[src/rtl/right_rotator_seq.sv]
// Sequential rotator: rotates one bit position per clock behind a start/busy/done handshake.
// Optional macro RROT_DIR_SEL_EN adds a dir port (0 = right, 1 = left).
module right_rotator_seq #(
    parameter int WIDTH = 8,
    parameter int AMT_W = 3
) (
    input  logic             clk,
    input  logic             rst_n,
    input  logic             start,
    input  logic [WIDTH-1:0] d_in,
    input  logic [AMT_W-1:0] bit_amount,
`ifdef RROT_DIR_SEL_EN
    input  logic             dir,
`endif
    output logic             busy,
    output logic             done,
    output logic [WIDTH-1:0] d_out
);

    typedef enum logic [1:0] {
        ST_IDLE   = 2'd0,
        ST_ROTATE = 2'd1,
        ST_DONE   = 2'd2
    } state_t;

    state_t           state_r;
    state_t           state_nxt_s;
    logic [WIDTH-1:0] shift_r;
    logic [WIDTH-1:0] shift_nxt_s;
    logic [WIDTH-1:0] dout_r;
    logic [WIDTH-1:0] dout_nxt_s;
    logic [WIDTH-1:0] rot_s;
    logic [AMT_W-1:0] cnt_r;
    logic [AMT_W-1:0] cnt_nxt_s;
    logic             dir_r;
    logic             dir_nxt_s;
    logic             dir_in_s;
    logic             busy_r;
    logic             done_r;

    if (WIDTH < 2 || (1 << AMT_W) != WIDTH) begin : g_bad_param
        $error("right_rotator_seq: WIDTH must be a power of two >= 2 and equal 2**AMT_W");
    end

`ifdef RROT_DIR_SEL_EN
    assign dir_in_s = dir;
`else
    assign dir_in_s = 1'b0;
`endif

    // Single-position rotation of the working register in the captured direction
    always_comb begin
        if (dir_r) begin
            rot_s = {shift_r[WIDTH-2:0], shift_r[WIDTH-1]};
        end else begin
            rot_s = {shift_r[0], shift_r[WIDTH-1:1]};
        end
    end

    // Next-state and datapath decode; d_out only changes on the edge entering DONE
    always_comb begin
        state_nxt_s = state_r;
        shift_nxt_s = shift_r;
        cnt_nxt_s   = cnt_r;
        dir_nxt_s   = dir_r;
        dout_nxt_s  = dout_r;
        case (state_r)
            ST_IDLE: begin
                if (start) begin
                    shift_nxt_s = d_in;
                    cnt_nxt_s   = bit_amount;
                    dir_nxt_s   = dir_in_s;
                    if (bit_amount != {AMT_W{1'b0}}) begin
                        state_nxt_s = ST_ROTATE;
                    end else begin
                        // Zero amount skips ROTATE so the counter never underflows
                        state_nxt_s = ST_DONE;
                        dout_nxt_s  = d_in;
                    end
                end else begin
                    state_nxt_s = ST_IDLE;
                end
            end
            ST_ROTATE: begin
                shift_nxt_s = rot_s;
                cnt_nxt_s   = cnt_r - AMT_W'(1);
                if (cnt_r == AMT_W'(1)) begin
                    state_nxt_s = ST_DONE;
                    dout_nxt_s  = rot_s;
                end else begin
                    state_nxt_s = ST_ROTATE;
                end
            end
            ST_DONE: begin
                state_nxt_s = ST_IDLE;
            end
            default: begin
                state_nxt_s = ST_IDLE;
            end
        endcase
    end

    // State, datapath and registered handshake outputs
    always_ff @(posedge clk or negedge rst_n) begin
        if (!rst_n) begin
            state_r <= ST_IDLE;
            shift_r <= {WIDTH{1'b0}};
            cnt_r   <= {AMT_W{1'b0}};
            dir_r   <= 1'b0;
            dout_r  <= {WIDTH{1'b0}};
            busy_r  <= 1'b0;
            done_r  <= 1'b0;
        end else begin
            state_r <= state_nxt_s;
            shift_r <= shift_nxt_s;
            cnt_r   <= cnt_nxt_s;
            dir_r   <= dir_nxt_s;
            dout_r  <= dout_nxt_s;
            busy_r  <= (state_nxt_s != ST_IDLE);
            done_r  <= (state_nxt_s == ST_DONE);
        end
    end

    assign busy  = busy_r;
    assign done  = done_r;
    assign d_out = dout_r;

endmodule

[config.mk]
export PLATFORM = sky130hd
export DESIGN_NAME = right_rotator_seq
export DESIGN_NICKNAME = d
export VERILOG_FILES = /design/src/rtl/right_rotator_seq.sv
export SDC_FILE = /design/constraint.sdc
export NUM_CORES = 1
export LEC_CHECK = 0
export ABC_AREA = 1
export CORE_MARGIN = 2
export CORE_UTILIZATION = 40
export CTS_CLUSTER_DIAMETER = 200
export DETAILED_ROUTE_END_ITERATION = 12
export GPL_TIMING_DRIVEN = 1
export PLACE_DENSITY = 0.69
export SYNTH_ARGS = -nofsm -noshare
export SYNTH_HDL_FRONTEND = slang
export SYNTH_SLANG_ARGS = --single-unit
export TNS_END_PERCENT = 100
[constraint.sdc]
create_clock -name clk -period 1.19 [get_ports clk]
set_input_delay 0.357 -clock clk [delete_from_list [all_inputs] [get_ports clk]]
set_output_delay 0.357 -clock clk [all_outputs]
set_load 0.05 [all_outputs]
# After elaboration in Yosys (flattened, before gate mapping)
# Index checks and enable logic that the tools add are counted.
word_totals:
  register_bits: 23
  latchBits: 0
  ram_bits: 0
  romBits: 0
  inputBits: 14
  out_inout_bits: 10
  word_cells: 31
  n_memories: 0
op_classes:
  add_sub_neg: 1
  multipliers: 0
  div_mod_pow: 0
  order_cmp: 0
  n_eq_ne: 6
  shift: 0
  muxes: 12
  bitwise_logic: 0
  reduce_logical: 6
ops:
  columns: ["cell", "n"]
  rows:
  - ["$mux 8", 4]
  - ["$pmux 8 s2", 2]
  - ["$mux 2", 3]
  - ["$ne 2x2->1 const B", 3]
  - ["$pmux 3 s2", 1]
  - ["$pmux 2 s2", 1]
  - ["$reduce_and 4->1", 1]
  - ["$reduce_bool 2->1", 2]
  - ["$eq 3x1->1 const B", 1]
  - ["$mux 3", 1]
  - ["$reduce_bool 3->1", 1]
  - ["$sub 3x1->3 const B", 1]
  - ["$eq 2x1->1 const B", 1]
  - ["$eq 2x2->1 const B", 1]
  - ["$logic_not 2->1", 1]
  - ["$reduce_and 2->1", 1]

# Logic depth before layout (Yosys ltp)
logic_depth:
  depth_word: 5
  ltp_mapped: 8
  mapped_depth_nobuf: 8

# Least setup slack after synthesis
# Ideal clock, no wire load.
synth_timing:
  kind: "register -> register"
  from: "reg cnt_r[1]"
  to: "reg dout_r[0], in the netlist d_out[0]"
  setup_time_ps: 118
  arrival_ps: 1068
  required_ps: 1072
  setup_slack_ps: 3
  stages_incl_launch_ff: 8
  n_path_buf: 0
  period_less_slack_ps: 1187
  cell_sequence: "dfrtp_1 -> inv_1 -> ha_1 -> inv_1 -> nor2_1 -> nand2_4 -> nand3_1 -> nand2_1"
synth_between:
  elab_chain_cells: 3
synth_rtl:
  columns: ["item", "line_no", "source"]
  rows:
  - ["from (decl)", "33", "logic [AMT_W-1:0] cnt_r;"]
  - ["from (signal assigned)", "108", "cnt_r <= {AMT_W{1'b0}};"]
  - ["from (signal assigned)", "116", "cnt_r <= cnt_nxt_s;"]
  - ["$eq 3x1->1", "87", "if (cnt_r == AMT_W'(1)) begin"]
  - ["$ne 2x2->1 (no source line)", null, null]
  - ["$reduce_and 4->1 (no source line)", null, null]
  - ["to (signal assigned)", "110", "dout_r <= {WIDTH{1'b0}};"]
  - ["to (signal assigned)", "118", "dout_r <= dout_nxt_s;"]
  - ["to (decl)", "30", "logic [WIDTH-1:0] dout_r;"]
# Every way passes these cells.
# A chain may end at the register's enable or synchronous reset.

# Worst setup path in the final report
layout_timing:
  from: "reg dout_r[0], in the netlist d_out[0]"
  to: "out d_out[0]"
layout_lines:
  columns: ["item", "line_no", "source"]
  rows:
  - ["to (decl)", "17", "output logic [WIDTH-1:0] d_out"]
# No word-level cell between the ends.

==> results.toml <==
[outcome]
status = "finished, violations left"
violations = "setup timing"

[job]
max_cap_violations = 0

[final_layout]
regArea_um2 = 578
final_common_cell = "nand2_1"
antenna_cells = 0
final_cells = 204
multi_input_area_um2 = 637
fin_util_pct = 62.6
design_area_um2 = 1860
final_cell_mix = "28 x nand2_1, 21 x dfrtp_1, 18 x o21ai_2"
syn2layout_area_growth_pct = 53.3
fill_cells = 237
fin_nets = 188
drive_gt1_share_pct = 50.9

[worst_setup_path]
r2r_end = "d_out[1]$_DFFE_PN0P_"
path_cells = "buf_12"
r2r_cells = 7
startpoint_type = "flop"
path_class = "flop to output pin"
crit_path_max_incr_delay_ps = 440
worstPathArrival_ps = 900
r2r_setup_slack_ps = 0
crit_path_top_delay_cell = "dfrtp_1"
critPathBufInv = 1
r2r_start = "cnt_r[1]$_DFFE_PN0P_"
worst_setup_path_end_kind = "output pin"
critPathTopFamily = "flip-flops"
cp.depth = 1
crit_required_ps = 830
cp_max_fo = 2

[synthesis]
yosysTopAreaCell = "dfrtp_1"
seq_area_frac_synth_pct = 47.3
syn_avg_cell_area_um2 = 9.43
syn_inst = 129
ys_warn_count = 0
yosys-top-cells-area = "dfrtp_1 47%, o21ai_2 13%, nand2_1 12%"
netlist.area_leader.share_pct = 47.3
syn_nets = 145
ys_types = 18
ys_ff_latch = 23
syn_area_um2 = 1220

[sta]
worstMarginPinSlew_ps = 235
final_hold_viol_count = 0
tns_ps = -611
fin_skew_ps = 4.81
final.min_clock_period_ps = 1260
rsz0062_at_grt = "yes"
finalSetupViolCount = 10
slew_violations = 0
max_freq_mhz = 794
period_share_pct = 106
fin_ws_ps = -70.1
whs_ps = 384
maxSlewHeadroom_pct = 84.3

[cts]
cts.clk_slew.worst_paths_ps = 130
cts_tree = "yes"
cts-root-buf = "clkbuf_4"
cts_htree_levels = 1
cts_max_path_buffers = 2
clk_latency_ps = 310
cts_sinks = 23
numCtsBuffers = 3

[die]
rows = 20
die_w_um = 59.1
die-area_um2 = 3500
initial_core_util_pct = 40.8
die_h_um = 59.1
ios = 24
coreArea_um2 = 2980

[drt]
firstDrtPassIters = 4
postRouteAntennaNets = 0
vias = 1000
route.detailed.drc = 0
first_iter_violations = 12
avgViaCountPerCell = 4.90
wl_mm = 2.63
wl_per_cell_um = 12.9

[power]
ir_worst_vdd_v = 0.00139
p_leak_uw = 0.000896
powerDensity_nw_per_um2 = 3070

[placed_design]
io_buffers = 23
gp_congestion = 0.728
dpl_cell_area_um2 = 1630
placedCellCount = 187
dp_hpwl_mm = 1.80

[global_routing]
grt_antenna_before_repair = 0
grt-ovfl-total = 0
grt_first_pass_wirelength_mm = 4.08
track_usage_pct = 15.1
grt_max_degree = 24
grt_pass1_vias = 936

[min_path]
hp-class = "input port to asynchronous set/reset pin"
Yosys cell counts, drive strengths merged:
library cell and instances:
nor2 3, dfrtp 23, o21ai 20, o22ai 1, or2 1, buf 4
ha 2, nand3 13, nand2 45, inv 17
sequential cells by signal (all words and copies together) (netlist names):
signal / cells
d_out: 8
shift_r: 8
cnt_r: 3
state_r: 2
busy: 1
done: 1
power breakdown:
| part | internal (µW) | switching (µW) | total, µW | leakage [µW] |
|---|---|---|---|---|
| combinational | 1820 | 2100 | 3920 | 0.000593 |
| clock | 125 | 232 | 357 | 0.0000177 |
| sequential | 1160 | 283 | 1440 | 0.000285 |
metrics by stage:
stage               power [µW]  worst slack [ps]
global placement          4590              -286
CTS                       5270             -75.8
finish                    5720             -70.1
floorplan                 3510              3.47
detailed placement        4690              -333
global route              6080              -101
worst max path at each step:
stage                         startpoint              endpoint  slack [ps]
detailed placement         bit_amount[0]  d_out[5]$_DFFE_PN0P_        -330
global route        d_out[5]$_DFFE_PN0P_              d_out[5]        -100
global placement           bit_amount[0]  d_out[1]$_DFFE_PN0P_        -290
finish              d_out[0]$_DFFE_PN0P_              d_out[0]         -70
CTS                 d_out[7]$_DFFE_PN0P_              d_out[7]         -80
floorplan           cnt_r[1]$_DFFE_PN0P_  d_out[0]$_DFFE_PN0P_           3
metal layers:
| metal | up-vias | track usage [%] | part of all wire (%) |
|---|---|---|---|
| met5 | - | 0 | 0 |
| met4 | 0 | 3.90 | 0.91 |
| met3 | 2 | 2.40 | 3.0 |
| met2 | 17 | 26.5 | 52 |
| met1 | 486 | 19.2 | 44 |
| li1 | 495 | - | - |
cell type report:
cell class	count	area share [%]
Clock buffer	3	1.21
Clock inverter	1	0.268
Inverter	17	3.42
Multi-Input combinational cell	87	34.2
Sequential cell	23	31.0
Tap cell	33	2.21
Timing Repair Buffer	40	27.7
kinds of logic after synthesis:
family	share of synthesized area, %
compound gates	14.3
flops	47.3
buf+inv	8.95
simple gates	27.4
fa+ha+maj	2.06
timing repair:
item,in CTS,in global routing
cloned,1,2
endpoints found under the setup margin,19,23
resized for setup,6,23
pin swaps,3,7
buffers inserted,6,4
hold buffers,0,0
Note: power is estimated with default switching activity, not from simulation.
